--- src/rtl/rgb_frame_feeder_pkg.sv ---
// rtl/rgb_frame_feeder_pkg.sv - shared types, constants and byte helpers for the RGB frame feeder
package rgb_pkg;

  typedef enum logic [2:0] {
    ST_IDLE,
    ST_FETCH,
    ST_SEND,
    ST_DRAIN,
    ST_LATCH
  } state_e;

  localparam logic [1:0] BYTE_0 = 2'd0;
  localparam logic [1:0] BYTE_1 = 2'd1;
  localparam logic [1:0] BYTE_2 = 2'd2;

  localparam int R_HI = 23;
  localparam int R_LO = 16;
  localparam int G_HI = 15;
  localparam int G_LO = 8;
  localparam int B_HI = 7;
  localparam int B_LO = 0;

  localparam int LATCH_CYCLES_DEF = 3000;

  // Slot 0/1 swap between R and G for GRB strips; blue is always last.
  function automatic logic [7:0] pick_chan(input logic [23:0] px, input logic [1:0] slot,
                                           input logic grb);
    logic [7:0] c;
    case (slot)
      BYTE_0:  c = grb ? px[G_HI:G_LO] : px[R_HI:R_LO];
      BYTE_1:  c = grb ? px[R_HI:R_LO] : px[G_HI:G_LO];
      default: c = px[B_HI:B_LO];
    endcase
    return c;
  endfunction

  // (c * (br + 1)) >> 8 keeps full scale exact at br = 255.
  function automatic logic [7:0] scale_chan(input logic [7:0] c, input logic [7:0] br);
    logic [8:0] k;
    k = {1'b0, br} + 9'd1;
    return 8'(({9'd0, c} * {8'd0, k}) >> 8);
  endfunction

endpackage

--- src/rtl/rgb_frame_feeder_if.sv ---
// rtl/rgb_frame_feeder_if.sv - byte handshake between the frame feeder and the strip driver
interface rgb_frame_feeder_if;
  logic [7:0] byte_out;
  logic       byte_valid;
  logic       byte_req;
  logic       driver_idle;

  modport master (output byte_out, output byte_valid, input byte_req, input driver_idle);
  modport slave  (input byte_out, input byte_valid, output byte_req, output driver_idle);
endinterface

--- src/rtl/rgb_pixel_ram.sv ---
// rtl/rgb_pixel_ram.sv - pixel colour store, one write port and one registered read port
module rgb_pixel_ram #(
  parameter int NUM_LEDS = 16,
  parameter int IDX_W    = 4
) (
  input  logic             clk,
  input  logic             wr_en_i,
  input  logic [IDX_W-1:0] wr_addr_i,
  input  logic [23:0]      wr_data_i,
  input  logic             rd_en_i,
  input  logic [IDX_W-1:0] rd_addr_i,
  output logic [23:0]      rd_data_o
);

  logic [23:0] mem_q [NUM_LEDS];
  logic [23:0] rd_data_q;

  always_ff @(posedge clk) begin
    if (wr_en_i && (32'(wr_addr_i) < NUM_LEDS)) begin
      mem_q[wr_addr_i] <= wr_data_i;
    end
  end

  // The read register doubles as the feeder's pixel register: it only moves on rd_en_i.
  always_ff @(posedge clk) begin
    if (rd_en_i) begin
      rd_data_q <= mem_q[rd_addr_i];
    end
  end

  assign rd_data_o = rd_data_q;

endmodule

--- src/rtl/rgb_frame_feeder.sv ---
// rtl/rgb_frame_feeder.sv - streams scaled, colour-ordered pixel bytes to the strip driver per frame
module rgb_frame_feeder
  import rgb_pkg::*;
#(
  parameter int NUM_LEDS     = 16,
  parameter int IDX_W        = 4,
  parameter int LATCH_CYCLES = LATCH_CYCLES_DEF
) (
  input  logic             clk,
  input  logic             reset,
  input  logic             wr_en,
  input  logic [IDX_W-1:0] wr_addr,
  input  logic [23:0]      wr_data,
  input  logic [7:0]       brightness,
  input  logic             order_grb,
  input  logic             start,
  output logic             busy,
  output logic             frame_done,
  rgb_frame_feeder_if.master drv
);

  state_e           state_q, state_d;
  logic [IDX_W-1:0] idx_q, idx_d;
  logic [1:0]       slot_q, slot_d;
  logic             wait_q, wait_d;
  logic             seen_low_q, seen_low_d;
  logic [15:0]      cnt_q, cnt_d;
  logic [7:0]       bright_q, bright_d;
  logic             grb_q, grb_d;
  logic             busy_q, busy_d;
  logic             done_q, done_d;
  logic [7:0]       byte_q, byte_d;
  logic             valid_q, valid_d;

  logic             rd_en;
  logic [23:0]      pixel;

  rgb_pixel_ram #(
    .NUM_LEDS (NUM_LEDS),
    .IDX_W    (IDX_W)
  ) u_ram (
    .clk       (clk),
    .wr_en_i   (wr_en),
    .wr_addr_i (wr_addr),
    .wr_data_i (wr_data),
    .rd_en_i   (rd_en),
    .rd_addr_i (idx_q),
    .rd_data_o (pixel)
  );

  always_ff @(posedge clk) begin
    if (reset) begin
      state_q    <= ST_IDLE;
      idx_q      <= '0;
      slot_q     <= BYTE_0;
      wait_q     <= 1'b0;
      seen_low_q <= 1'b0;
      cnt_q      <= '0;
      bright_q   <= '0;
      grb_q      <= 1'b0;
      busy_q     <= 1'b0;
      done_q     <= 1'b0;
      byte_q     <= 8'h00;
      valid_q    <= 1'b0;
    end else begin
      state_q    <= state_d;
      idx_q      <= idx_d;
      slot_q     <= slot_d;
      wait_q     <= wait_d;
      seen_low_q <= seen_low_d;
      cnt_q      <= cnt_d;
      bright_q   <= bright_d;
      grb_q      <= grb_d;
      busy_q     <= busy_d;
      done_q     <= done_d;
      byte_q     <= byte_d;
      valid_q    <= valid_d;
    end
  end

  always_comb begin
    state_d    = state_q;
    idx_d      = idx_q;
    slot_d     = slot_q;
    wait_d     = wait_q;
    seen_low_d = seen_low_q;
    cnt_d      = cnt_q;
    bright_d   = bright_q;
    grb_d      = grb_q;
    busy_d     = busy_q;
    done_d     = 1'b0;
    byte_d     = byte_q;
    valid_d    = valid_q;
    rd_en      = 1'b0;

    case (state_q)
      ST_IDLE: begin
        if (start) begin
          state_d  = ST_FETCH;
          idx_d    = '0;
          bright_d = brightness;
          grb_d    = order_grb;
          busy_d   = 1'b1;
        end
      end

      ST_FETCH: begin
        rd_en   = 1'b1;
        slot_d  = BYTE_0;
        wait_d  = 1'b0;
        state_d = ST_SEND;
      end

      // After each accept: one wait cycle, one load cycle, so the gap is two cycles everywhere.
      ST_SEND: begin
        if (valid_q) begin
          if (drv.byte_req) begin
            valid_d = 1'b0;
            if (slot_q == BYTE_2) begin
              if (idx_q == IDX_W'(NUM_LEDS - 1)) begin
                state_d    = ST_DRAIN;
                seen_low_d = 1'b0;
              end else begin
                idx_d   = idx_q + IDX_W'(1);
                state_d = ST_FETCH;
              end
            end else begin
              slot_d = slot_q + 2'd1;
              wait_d = 1'b1;
            end
          end
        end else if (wait_q) begin
          wait_d = 1'b0;
        end else begin
          byte_d  = scale_chan(pick_chan(pixel, slot_q, grb_q), bright_q);
          valid_d = 1'b1;
        end
      end

      // The driver may still look idle right after the last byte; require a busy phase first.
      ST_DRAIN: begin
        if (seen_low_q && drv.driver_idle) begin
          state_d = ST_LATCH;
          cnt_d   = '0;
        end else if (!drv.driver_idle) begin
          seen_low_d = 1'b1;
        end
      end

      ST_LATCH: begin
        if (cnt_q == 16'(LATCH_CYCLES - 1)) begin
          state_d = ST_IDLE;
          busy_d  = 1'b0;
          done_d  = 1'b1;
        end else begin
          cnt_d = cnt_q + 16'd1;
        end
      end

      default: begin
        state_d = ST_IDLE;
        busy_d  = 1'b0;
        valid_d = 1'b0;
      end
    endcase
  end

  assign busy           = busy_q;
  assign frame_done     = done_q;
  assign drv.byte_out   = byte_q;
  assign drv.byte_valid = valid_q;

endmodule

--- src/flat_wrapper.sv ---
// flat-port wrapper written by rule: the top's interface ports become plain ports
module rgb_frame_feeder_flat import rgb_pkg::*;
#(
  parameter int NUM_LEDS     = 16,
  parameter int IDX_W        = 4,
  parameter int LATCH_CYCLES = LATCH_CYCLES_DEF
)
  (clk, reset, wr_en, wr_addr, wr_data, brightness, order_grb, start, busy, frame_done, drv_byte_out, drv_byte_valid, drv_byte_req, drv_driver_idle);
  rgb_frame_feeder_if drv_i ();
  input  logic clk;
  input  logic reset;
  input  logic wr_en;
  input  logic [IDX_W-1:0] wr_addr;
  input  logic [23:0] wr_data;
  input  logic [7:0] brightness;
  input  logic order_grb;
  input  logic start;
  output logic busy;
  output logic frame_done;
  output wire logic [$bits(drv_i.byte_out)-1:0] drv_byte_out;
  output wire logic [$bits(drv_i.byte_valid)-1:0] drv_byte_valid;
  input wire logic [$bits(drv_i.byte_req)-1:0] drv_byte_req;
  input wire logic [$bits(drv_i.driver_idle)-1:0] drv_driver_idle;
  assign drv_byte_out = drv_i.byte_out;
  assign drv_byte_valid = drv_i.byte_valid;
  assign drv_i.byte_req = drv_byte_req;
  assign drv_i.driver_idle = drv_driver_idle;
  rgb_frame_feeder #(.NUM_LEDS(NUM_LEDS), .IDX_W(IDX_W), .LATCH_CYCLES(LATCH_CYCLES)) u_core (.clk(clk), .reset(reset), .wr_en(wr_en), .wr_addr(wr_addr), .wr_data(wr_data), .brightness(brightness), .order_grb(order_grb), .start(start), .busy(busy), .frame_done(frame_done), .drv(drv_i));
endmodule
--- config.mk ---
export PLATFORM = sky130hd
export DESIGN_NAME = rgb_frame_feeder_flat
export DESIGN_NICKNAME = d
export VERILOG_FILES = /design/src/rtl/rgb_frame_feeder_pkg.sv /design/src/rtl/rgb_frame_feeder_if.sv /design/src/rtl/rgb_pixel_ram.sv /design/src/rtl/rgb_frame_feeder.sv /design/src/flat_wrapper.sv
export SDC_FILE = /design/constraint.sdc
export NUM_CORES = 1
export LEC_CHECK = 0
export ABC_AREA = 1
export CAP_MARGIN = 20
export CELL_PAD_IN_SITES_DETAIL_PLACEMENT = 0
export CELL_PAD_IN_SITES_GLOBAL_PLACEMENT = 1
export CORE_AREA = 10 10 239 241
export CTS_CLUSTER_DIAMETER = 50
export DETAILED_ROUTE_END_ITERATION = 16
export DIE_AREA = 0 0 249 251
export PLACE_DENSITY_LB_ADDON = 0.15
export SETUP_SLACK_MARGIN = 0.05
export SYNTH_ARGS = -nofsm -noshare
export SYNTH_HDL_FRONTEND = slang
export SYNTH_SLANG_ARGS = --single-unit
--- constraint.sdc ---
create_clock -name clk -period 5.7 [get_ports clk]
set_input_delay 1.14 -clock clk [delete_from_list [all_inputs] [get_ports clk]]
set_output_delay 1.14 -clock clk [all_outputs]
set_load 0.02 [all_outputs]
Word level (Yosys, flattened, before mapping)
Memories as Yosys holds them, arrays and structs flattened. A register that Yosys moved wholly into a read port is not among the register bits.
Index checks and enable logic that the tools add are counted.
Storage, ports and cells
  memory bits (read-only): 0
  bits in writable memories: 384
  memories kept: 1
  output and inout bits: 11
  register bits: 47
  logic and storage cells: 112
  latch bits: 0
Cells by class
  muxes and demuxes: 49
  add/subtract/negate cells: 4
  reductions and logical operators: 19
  shifts and indexed selects: 0
  order comparisons: 0
  multipliers: 1
  equality and inequality tests: 22
  bitwise logic cells: 4
  divide/modulo/power cells: 0
Memories
  u_core.u_ram.mem_q: depth 16, width 24, read ports 1, clocked after memory_dff 1, wr ports 1, line rgb_pixel_ram.sv:15  | logic [23:0] mem_q [NUM_LEDS];
Operators with widths (number)
  $mux 8: 5
  $mux 16: 2
  $pmux 16 s2: 1
  $mux 4: 5
  $mux 1: 18
  $mux 3: 6
  $add 16x1->16 const B: 1
  $eq 16x12->1 const B: 1
  $mul 8x9->16: 1
  $pmux 8 s2: 1
  $pmux 3 s5: 1
  $ne 2x2->1 const B: 7
  $reduce_and 3->1: 4
  $reduce_and 6->1: 2
  $ne 2x1->1 const B: 5
  $add 8x1->9 const B: 1
  $mux 2: 4
  $pmux 4 s2: 1
  $reduce_bool 2->1: 4
  $reduce_and 7->1: 1
  $eq 3x2->1 const B: 2
  $ne 3x3->1 const B: 2
  $pmux 1 s2: 3
  $add 4x1->4 const B: 1
  other kinds (17): 20

Logic depth before layout (Yosys ltp)
Gate-level depths: netlist (run 1).
  depth after elaboration: 6
  gate-level depth with buffers: 26
  gate-level depth less buffers: 25

Hierarchy
A second synthesis (run 1) with hierarchy kept.
Second synthesis, totals
  cells, all modules: 2280
  area total of the unflattened synthesis: 22048.6 um^2
Modules (own cells, without submodules)
  rgb_pixel_ram: cells each 1599, area each 17184.0 um^2, instances 1
  rgb_frame_feeder: cells each 681, area each 4864.7 um^2, instances 1

Least setup slack after synthesis (run 1)
Ideal clock, no wire load.
  path type: reg2reg
  from: reg u_core.slot_q[0]
  to: reg u_core.byte_q[7], in the netlist u_core.drv.byte_out[7]
  arrival: 4831 ps
  setup slack: 752 ps
  required time: 5583 ps
  buffers on the path: 2
  cell stages (with the launch flop): 23
  setup time: 117 ps
  clock period less this slack: 4948 ps
  path through: dfxtp_1 > inv_1 > ha_1 > buf_4 > nor2_4 > inv_2 > buf_4 > o21ai_1 > nor2_1 > fa_1 > fa_1 > fa_1 > inv_1 > fa_1 > inv_1 > ha_1 > a21oi_1 > o21a_1 > nor2_1 > a2111oi_0 > a21oi_1 > nor2_1 > nor2_1
Between the ends
  cells in the longest elaborated chain, start to end: 6
Ends and longest elaborated chain
  start: declaration: line rgb_frame_feeder.sv:24  | logic [1:0] slot_q, slot_d;
  start signal: assignment: line rgb_frame_feeder.sv:68  | slot_q <= slot_d;
  $eq 2x1->1 / $logic_not 2->1 (equally long branches): line rgb_frame_feeder_pkg.sv:29  | case (slot)
  $pmux 8 s2 *: line rgb_frame_feeder_pkg.sv:29
  $mux 8 *: line rgb_frame_feeder.sv:132  | end else if (wait_q) begin
  $mux 8 *: line rgb_frame_feeder.sv:116  | if (valid_q) begin
  $mux 8 *: line rgb_frame_feeder.sv:96  | case (state_q)
  $mul 8x9->16 *: line rgb_frame_feeder_pkg.sv:41  | return 8'(({9'd0, c} * {8'd0, k}) >> 8);
  end signal: assignment: line rgb_frame_feeder.sv:76  | byte_q <= byte_d;
  end: declaration: line rgb_frame_feeder.sv:32  | logic [7:0] byte_q, byte_d;
Every way passes the cells marked *; elsewhere a longest branch is shown, timed or not. The select of a mux whose other input is x is not followed.
A chain may end at the register's enable or synchronous reset.

Worst setup path in the final report (run 1)
  from: reg u_core.slot_q[1]
  to: reg u_core.byte_q[7], in the netlist u_core.drv.byte_out[7]
The elaborated chain is that of the path after synthesis.

==> run summary, run 1 <==
• status: finished, final reports clean
• number of buffers inserted to repair setup after CTS: 0
• count of mapped cells out of synthesis: 1684
• depth of the CTS H-tree: 2
• number of global-route vias before repair: 13200
• final max-slew violation count: 0
• initial antenna violation count: 2
• count of warnings emitted by yosys: 0
• cell type of the slowest stage on the worst timing path: sky130_fd_sc_hd__fa_1
• Max-slew headroom: 35.5%
• commonest cells after routing, fill and taps aside: sky130_fd_sc_hd__edfxtp_1 (408), sky130_fd_sc_hd__nor2_1 (243), sky130_fd_sc_hd__o21ai_0 (132)
• required arrival time at the worst endpoint: 6.18 ns
• count of distinct cell types in the synthesized netlist: 54
• DRT Pass-1 Iters: 5
• sequential share of power: 36.4%
• Net Sw Power: 0.00372 W
• Die X-Extent: 249 um
• area delta synth->final: 15.4%
• arrival time reported for the critical path endpoint: 5.76 ns
• setup-violating endpoint count in the final report: 0
• vertical die dimension: 251 um
• start point of the worst hold path: u_core.cnt_q[9]
• Slowest Stage Delay on Critical Path: 0.53 ns
• pin count of the biggest net entering global routing: 111
• type of the worst setup path: reg2reg
• Min-Delay Endpoint: u_core.cnt_q[9]
• average wire per cell in the routed design: 21.2 um
• cts repair resizes: 0
• Congestion Overflow GR: 0
• count of final hold-check violations: 0
• share of the yosys chip area belonging to registers: 64.0%
• VDD IR-drop max: 329 uV
• power share of the combinational group: 32.9%
• number of cells on the worst hold path: 2
• Routability Congestion: 0.808
• vias per cell: 5.35
• final sum of negative setup slack: 0 ns
• post-route clock skew: 0.0470 ns
• Crit. End Element: register
• setup repair after global routing missed its margin: false
• post-DP HPWL: 31.0 mm
• CTS Root Cell: sky130_fd_sc_hd__clkbuf_16
• Filler Cells Inserted: 4763
• floorplan die area: 62500 um^2
• CTS tree: yes
• LEAKAGE: 8.10 nW
• remaining number of nets flagged by the antenna check after routing: 0
• clock-pin slew reported for the worst setup and hold paths after clock tree synthesis: 0.06 ns
• DRC violation total after the first TritonRoute iteration: 1041
• switching power share of the total: 34.8%
• min Tclk post-route: 5.28 ns
• final non-filler cell area: 23800 um^2
• worst r2r path cells: 22
• destination of the worst register-to-register timing path: u_core.drv.byte_out[7]
• Via Count: 13200
• power per cell area: 450 nW/um^2
• fraction of power consumed by the clock network: 30.7%
• fin worst setup slack: 0.420 ns
• element type at the critical path start: register
• Layout Utilization: 45.5%
• top_reg_cell synth: sky130_fd_sc_hd__edfxtp_1
• cell area after technology mapping: 20600 um^2
• share of post-route cells with drive strength above 1: 10.3%
• most common cell after layout, fill and taps aside: sky130_fd_sc_hd__edfxtp_1
• Worst Path Max Fanout: 8
• crit path cell chain: inv_1 -> ha_1 -> buf_4 -> o211ai_1 -> nand3_1 -> inv_1 -> or2_2 -> inv_1 -> fa_1 -> fa_1 -> fa_1 -> inv_1 -> fa_1 -> inv_1 -> ha_1 -> a21oi_1 -> o21a_1 -> nor2_1 -> a2111oi_1 -> a21oi_1 -> nor2_1 -> nor2_1
• clock net sink count: 455
• latest clock arrival within the worst-skew pair: 0.63 ns
• Most common cell on crit path: sky130_fd_sc_hd__inv_1
• class of the worst hold path: reg2reg
• post-placement cell area: 22100 um^2
• Post-Synthesis Net Count: 1805
• maximum buffer depth of the clock tree: 3
• Routed Wire Length: 52.5 mm
• Worst Max-Slew Pin Slew: 0.965 ns
• GRT Resource Usage Total: 16.4%
• number of violations of the max-capacitance limit: 0
• placeable core region: 52200 um^2
• start of the worst register-to-register path: u_core.slot_q[1]
• highest attainable clock frequency: 189 MHz
• Worst Setup Slack post-DPL: 0.304 ns
• cell internal power dissipation: 0.00698 W
• CTS hold repair buffers: 0
• total number of placement rows: 84
• share of synthesized registers carrying an async set or reset: 0%
• IO Port Bufs: 53
• Tcrit/Tclk final: 92.6%
• final net count: 1869
• cts bufs inserted: 54
• mean instance size in the synthesized netlist: 12.2 um^2
• top-level I/O count: 54
• Starting Density: 39.5%
• number of flip-flops and latches in the synthesized netlist: 455
• minimum setup slack among reg-to-reg paths: 0.42 ns
• global-route wire length before repair: 80.2 mm
• EDFF count, synth: 408
• DRC violations left: 0
==> per-layer routing <==
| metal | wire [um] | global-route usage (%) | part of all wire [%] |
|---|---|---|---|
| met5 | 12 | 0 | 0.023 |
| met4 | 1200 | 5.40 | 2.3 |
| met3 | 2200 | 2.47 | 4.2 |
| met2 | 24500 | 26.1 | 47 |
| met1 | 24600 | 22.5 | 47 |
==> registers in the layout (all words and copies together), names as in the netlist <==
signal	count
u_core.grb_q	1
u_core.frame_done	1
u_core.busy	1
u_core.wait_q	1
u_core.slot_q	2
u_core.u_ram.rd_data_o	24
u_core.cnt_q	16
u_core.idx_q	4
u_core.drv.byte_out	8
u_core.state_q	3
u_core.u_ram.mem_q	384
u_core.drv.byte_valid	1
u_core.bright_q	8
u_core.seen_low_q	1
==> layout make-up <==
| type | count | area [um^2] | share of cell area [%] |
|---|---|---|---|
| sequential | 455 | 13200 | 55.5 |
| multi-input combinational | 1006 | 6640 | 27.9 |
| clock buffer | 62 | 1380 | 5.81 |
| tap | 688 | 861 | 3.62 |
| timing repair buffer | 93 | 856 | 3.60 |
| inverter | 138 | 529 | 2.23 |
| clock inverter | 28 | 313 | 1.32 |
| antenna | 1 | 2.50 | 0.0105 |
==> logic make-up (layout without fill, tap and decap cells) <==
| kind of cell | count (synthesis) | count (layout) | synth area share [%] |
|---|---|---|---|
| compound gates | 334 | 334 | 10.6 |
| xor+xnor | 18 | 18 | 0.765 |
| fa+ha+maj | 78 | 78 | 6.19 |
| buf+inv | 223 | 321 | 4.36 |
| flops | 455 | 455 | 64.0 |
| mux | 69 | 69 | 3.35 |
| other cells | 0 | 1 | 0 |
| simple gates | 507 | 507 | 10.7 |
==> power by group through the flow <==
stage | Combinational (W) | Sequential, W | Clock (W)
2_1_floorplan | 0.00252 | 0.00396 | 0
3_3_place_gp | 0.00348 | 0.00397 | 0
3_5_place_dp | 0.00354 | 0.00397 | 0
4_1_cts | 0.00356 | 0.00390 | 0.00337
5_1_grt | 0.00409 | 0.00391 | 0.00350
6_report | 0.00351 | 0.00390 | 0.00329
==> critical path, delay by kind of cell (launching register included) <==
family                     cells  cell delay [ns]
and+or+nand+nor                5             0.74
buffers and inverters          6             0.59
adders and majority gates      6             2.49
DFF                            1             0.31
AOI/OAI and AO/OA              5             1.02
==> synthesized netlist by cell type, types with 38 or more instances <==
cell	n	area, um^2
sky130_fd_sc_hd__o21ai_0	132	661
sky130_fd_sc_hd__mux2i_1	69	691
sky130_fd_sc_hd__nand2_1	125	469
sky130_fd_sc_hd__fa_1	40	801
sky130_fd_sc_hd__a21oi_1	43	215
sky130_fd_sc_hd__clkbuf_1	57	214
sky130_fd_sc_hd__dfxtp_1	47	941
sky130_fd_sc_hd__inv_1	122	458
sky130_fd_sc_hd__ha_1	38	475
sky130_fd_sc_hd__nand3_1	58	290
sky130_fd_sc_hd__o221ai_1	73	639
sky130_fd_sc_hd__nor2_1	251	942
sky130_fd_sc_hd__edfxtp_1	408	12300
==> stage by stage <==
step | power (W) | hold slack (ns) | cells
2_1_floorplan | 0.00648 | 0.449 | 1684
3_3_place_gp | 0.00744 | 0.475 | 2379
3_5_place_dp | 0.00751 | 0.483 | 2380
4_1_cts | 0.0108 | 0.494 | 2470
5_1_grt | 0.0115 | 0.520 | 2471
6_report | 0.0107 | 0.491 | 2471
==> how the worst max path moves through the flow <==
stage                                   endpoint              from  cells past startpoint
after detailed placement  u_core.drv.byte_out[7]  u_core.slot_q[0]                     20
final                     u_core.drv.byte_out[7]  u_core.slot_q[1]                     22
after floorplan           u_core.drv.byte_out[7]  u_core.slot_q[0]                     22
after global placement    u_core.drv.byte_out[7]  u_core.slot_q[0]                     21
after CTS                 u_core.drv.byte_out[7]  u_core.slot_q[1]                     20
after global routing      u_core.drv.byte_out[7]  u_core.slot_q[1]                     22
No activity file was read; power rests on OpenSTA's default activity.
==> run 2: changes to the inputs <==
--- a/config.mk
+++ b/config.mk
@@ -13,6 +13,7 @@
 export CTS_CLUSTER_DIAMETER = 50
 export DETAILED_ROUTE_END_ITERATION = 16
 export DIE_AREA = 0 0 249 251
+export DONT_BUFFER_PORTS = 1
 export PLACE_DENSITY_LB_ADDON = 0.15
 export SETUP_SLACK_MARGIN = 0.05
 export SYNTH_ARGS = -nofsm -noshare
==> run summary, run 2 (synthesis results as in run 1) <==
• Crit. End Element: register
• Tot Pwr: 0.0106 W
• average wire per cell in the routed design: 21.6 um
• IO Port Bufs: 0
• CTS hold repair buffers: 0
• placeable core region: 52200 um^2
• Max-slew headroom: 36.9%
• Slowest Stage Delay on Critical Path: 0.50 ns
• Routability Congestion: 0.800
• setup repair after global routing missed its margin: false
• Worst Setup Slack post-DPL: 0.278 ns
• clock-pin slew reported for the worst setup and hold paths after clock tree synthesis: 0.06 ns
• start point of the worst hold path: u_core.bright_q[1]
• arrival time reported for the critical path endpoint: 5.73 ns
• DRC violation total after the first TritonRoute iteration: 1063
• cts repair resizes: 0
• vertical die dimension: 251 um
• LEAKAGE: 7.90 nW
• type of the worst setup path: reg2reg
• post-DP HPWL: 30.1 mm
• highest attainable clock frequency: 191 MHz
• min Tclk post-route: 5.24 ns
• pin count of the biggest net entering global routing: 161
• Worst Path Max Fanout: 14
• depth of the CTS H-tree: 2
• GRT Resource Usage Total: 16.3%
• global-route wire length before repair: 79.2 mm
• final max-slew violation count: 0
• Die X-Extent: 249 um
• Most common cell on crit path: sky130_fd_sc_hd__inv_1
• latest clock arrival within the worst-skew pair: 0.61 ns
• Tcrit/Tclk final: 91.9%
• clock net sink count: 455
• DRC violations left: 0
• required arrival time at the worst endpoint: 6.19 ns
• worst r2r path cells: 24
• count of inserted antenna diode cells: 0
• number of flip-flops in the largest register: 384
• final non-filler cell area: 23300 um^2
• commonest cells after routing, fill and taps aside: sky130_fd_sc_hd__edfxtp_1 (408), sky130_fd_sc_hd__nor2_1 (243), sky130_fd_sc_hd__o21ai_0 (132)
• area delta synth->final: 12.9%
• minimum setup slack among reg-to-reg paths: 0.46 ns
• initial antenna violation count: 1
• CTS Root Cell: sky130_fd_sc_hd__clkbuf_16
• Via Count: 13000
• remaining number of nets flagged by the antenna check after routing: 0
• start of the worst register-to-register path: u_core.slot_q[0]
• number of violations of the max-capacitance limit: 0
• final net count: 1811
• post-placement cell area: 21500 um^2
• Congestion Overflow GR: 0
• Worst Max-Slew Pin Slew: 0.946 ns
• post-route clock skew: 0.0259 ns
• status: finished, final reports clean
• final hold slack: 0.484 ns
• crit path cell chain: inv_1 -> ha_1 -> nor2_4 -> inv_2 -> o221ai_1 -> o21ai_1 -> inv_1 -> nand2_1 -> fa_1 -> fa_1 -> inv_1 -> fa_1 -> inv_1 -> fa_1 -> inv_1 -> ha_1 -> a21oi_1 -> o21ai_0 -> a221oi_1 -> nand2_1 -> nand2_1 -> nand3_1 -> nand2_1 -> inv_1
• VDD IR-drop max: 357 uV
• number of global-route vias before repair: 12600
• count of final hold-check violations: 0
• most common cell after layout, fill and taps aside: sky130_fd_sc_hd__edfxtp_1
• element type at the critical path start: register
• CTS tree: yes
• class of the worst hold path: reg2reg
• Routed Wire Length: 52.2 mm
• maximum buffer depth of the clock tree: 3
• number of cells on the worst hold path: 2
• destination of the worst register-to-register timing path: u_core.drv.byte_out[6]
• power per cell area: 456 nW/um^2
• setup-violating endpoint count in the final report: 0
• most flop-heavy register: u_core.u_ram.mem_q
• final sum of negative setup slack: 0 ns
• share of post-route cells with drive strength above 1: 10.8%
• number of buffers inserted to repair setup after CTS: 0
• fin worst setup slack: 0.462 ns
• cts bufs inserted: 54
• vias per cell: 5.35
• DRT Pass-1 Iters: 6
• total number of placement rows: 84
• floorplan die area: 62500 um^2
• Min-Delay Endpoint: u_core.bright_q[1]
• cell type of the slowest stage on the worst timing path: sky130_fd_sc_hd__fa_1
• Starting Density: 39.5%
• top-level I/O count: 54
[run 2: cell count changes in the layout (fill, tap and decap cells not counted), moves of 2 or more]
cell / before / now
sky130_fd_sc_hd__inv_6: 3 / 5
sky130_fd_sc_hd__buf_4: 38 / 33
sky130_fd_sc_hd__clkinv_2: 5 / 7
sky130_fd_sc_hd__clkinvlp_4: 4 / 6
sky130_fd_sc_hd__inv_8: 2 / 0
sky130_fd_sc_hd__clkdlybuf4s50_1: 53 / 0
sky130_fd_sc_hd__clkinv_4: 1 / 4
sky130_fd_sc_hd__clkinv_1: 11 / 14
[run 2: how the worst max path moves through the flow]
stage / endpoint / startpoint / cells after the start
after floorplan: u_core.drv.byte_out[7] / u_core.slot_q[0] / 22
after global placement: u_core.drv.byte_out[7] / u_core.slot_q[0] / 21
after detailed placement: u_core.drv.byte_out[7] / u_core.slot_q[0] / 21
after CTS: u_core.drv.byte_out[7] / u_core.slot_q[0] / 20
after global routing: u_core.drv.byte_out[6] / u_core.slot_q[0] / 24
final: u_core.drv.byte_out[6] / u_core.slot_q[0] / 24
[run 2: cell type report]
type | instances | area [um^2]
inverter | 138 | 529
fill | 4734 | 28900
multi-input combinational | 1006 | 6660
tap | 688 | 861
clock buffer | 62 | 1380
sequential | 455 | 13200
clock inverter | 38 | 370
timing repair buffer | 35 | 288
[run 2: routing by layer]
metal,global-route usage [%],share of wire (%)
met5,0,0
met4,4.62,2.1
met3,2.81,5.1
met1,23.3,48
met2,25.0,45
[run 2: power breakdown]
group	total (W)	internal (W)	switching [W]
logic	0.00333	0.00117	0.00216
registers	0.00394	0.00381	0.000135
clock network	0.00335	0.00194	0.00141
[run 2: critical path, delay by kind of cell, from the launching register on]
kind                       cells  cell delay (ns)
AOI/OAI and AO/OA              5             1.21
adders and majority gates      6             2.46
buffers and inverters          7             0.68
DFF                            1             0.31
and+or+nand+nor                6             0.47
[run 2: stage by stage]
| step | cells | utilization [%] |
|---|---|---|
| 2_1_floorplan | 1684 | - |
| 3_3_place_gp | 2321 | 41.1 |
| 3_5_place_dp | 2322 | 41.2 |
| 4_1_cts | 2422 | 44.5 |
| 5_1_grt | 2422 | 44.6 |
| 6_report | 2422 | 44.6 |
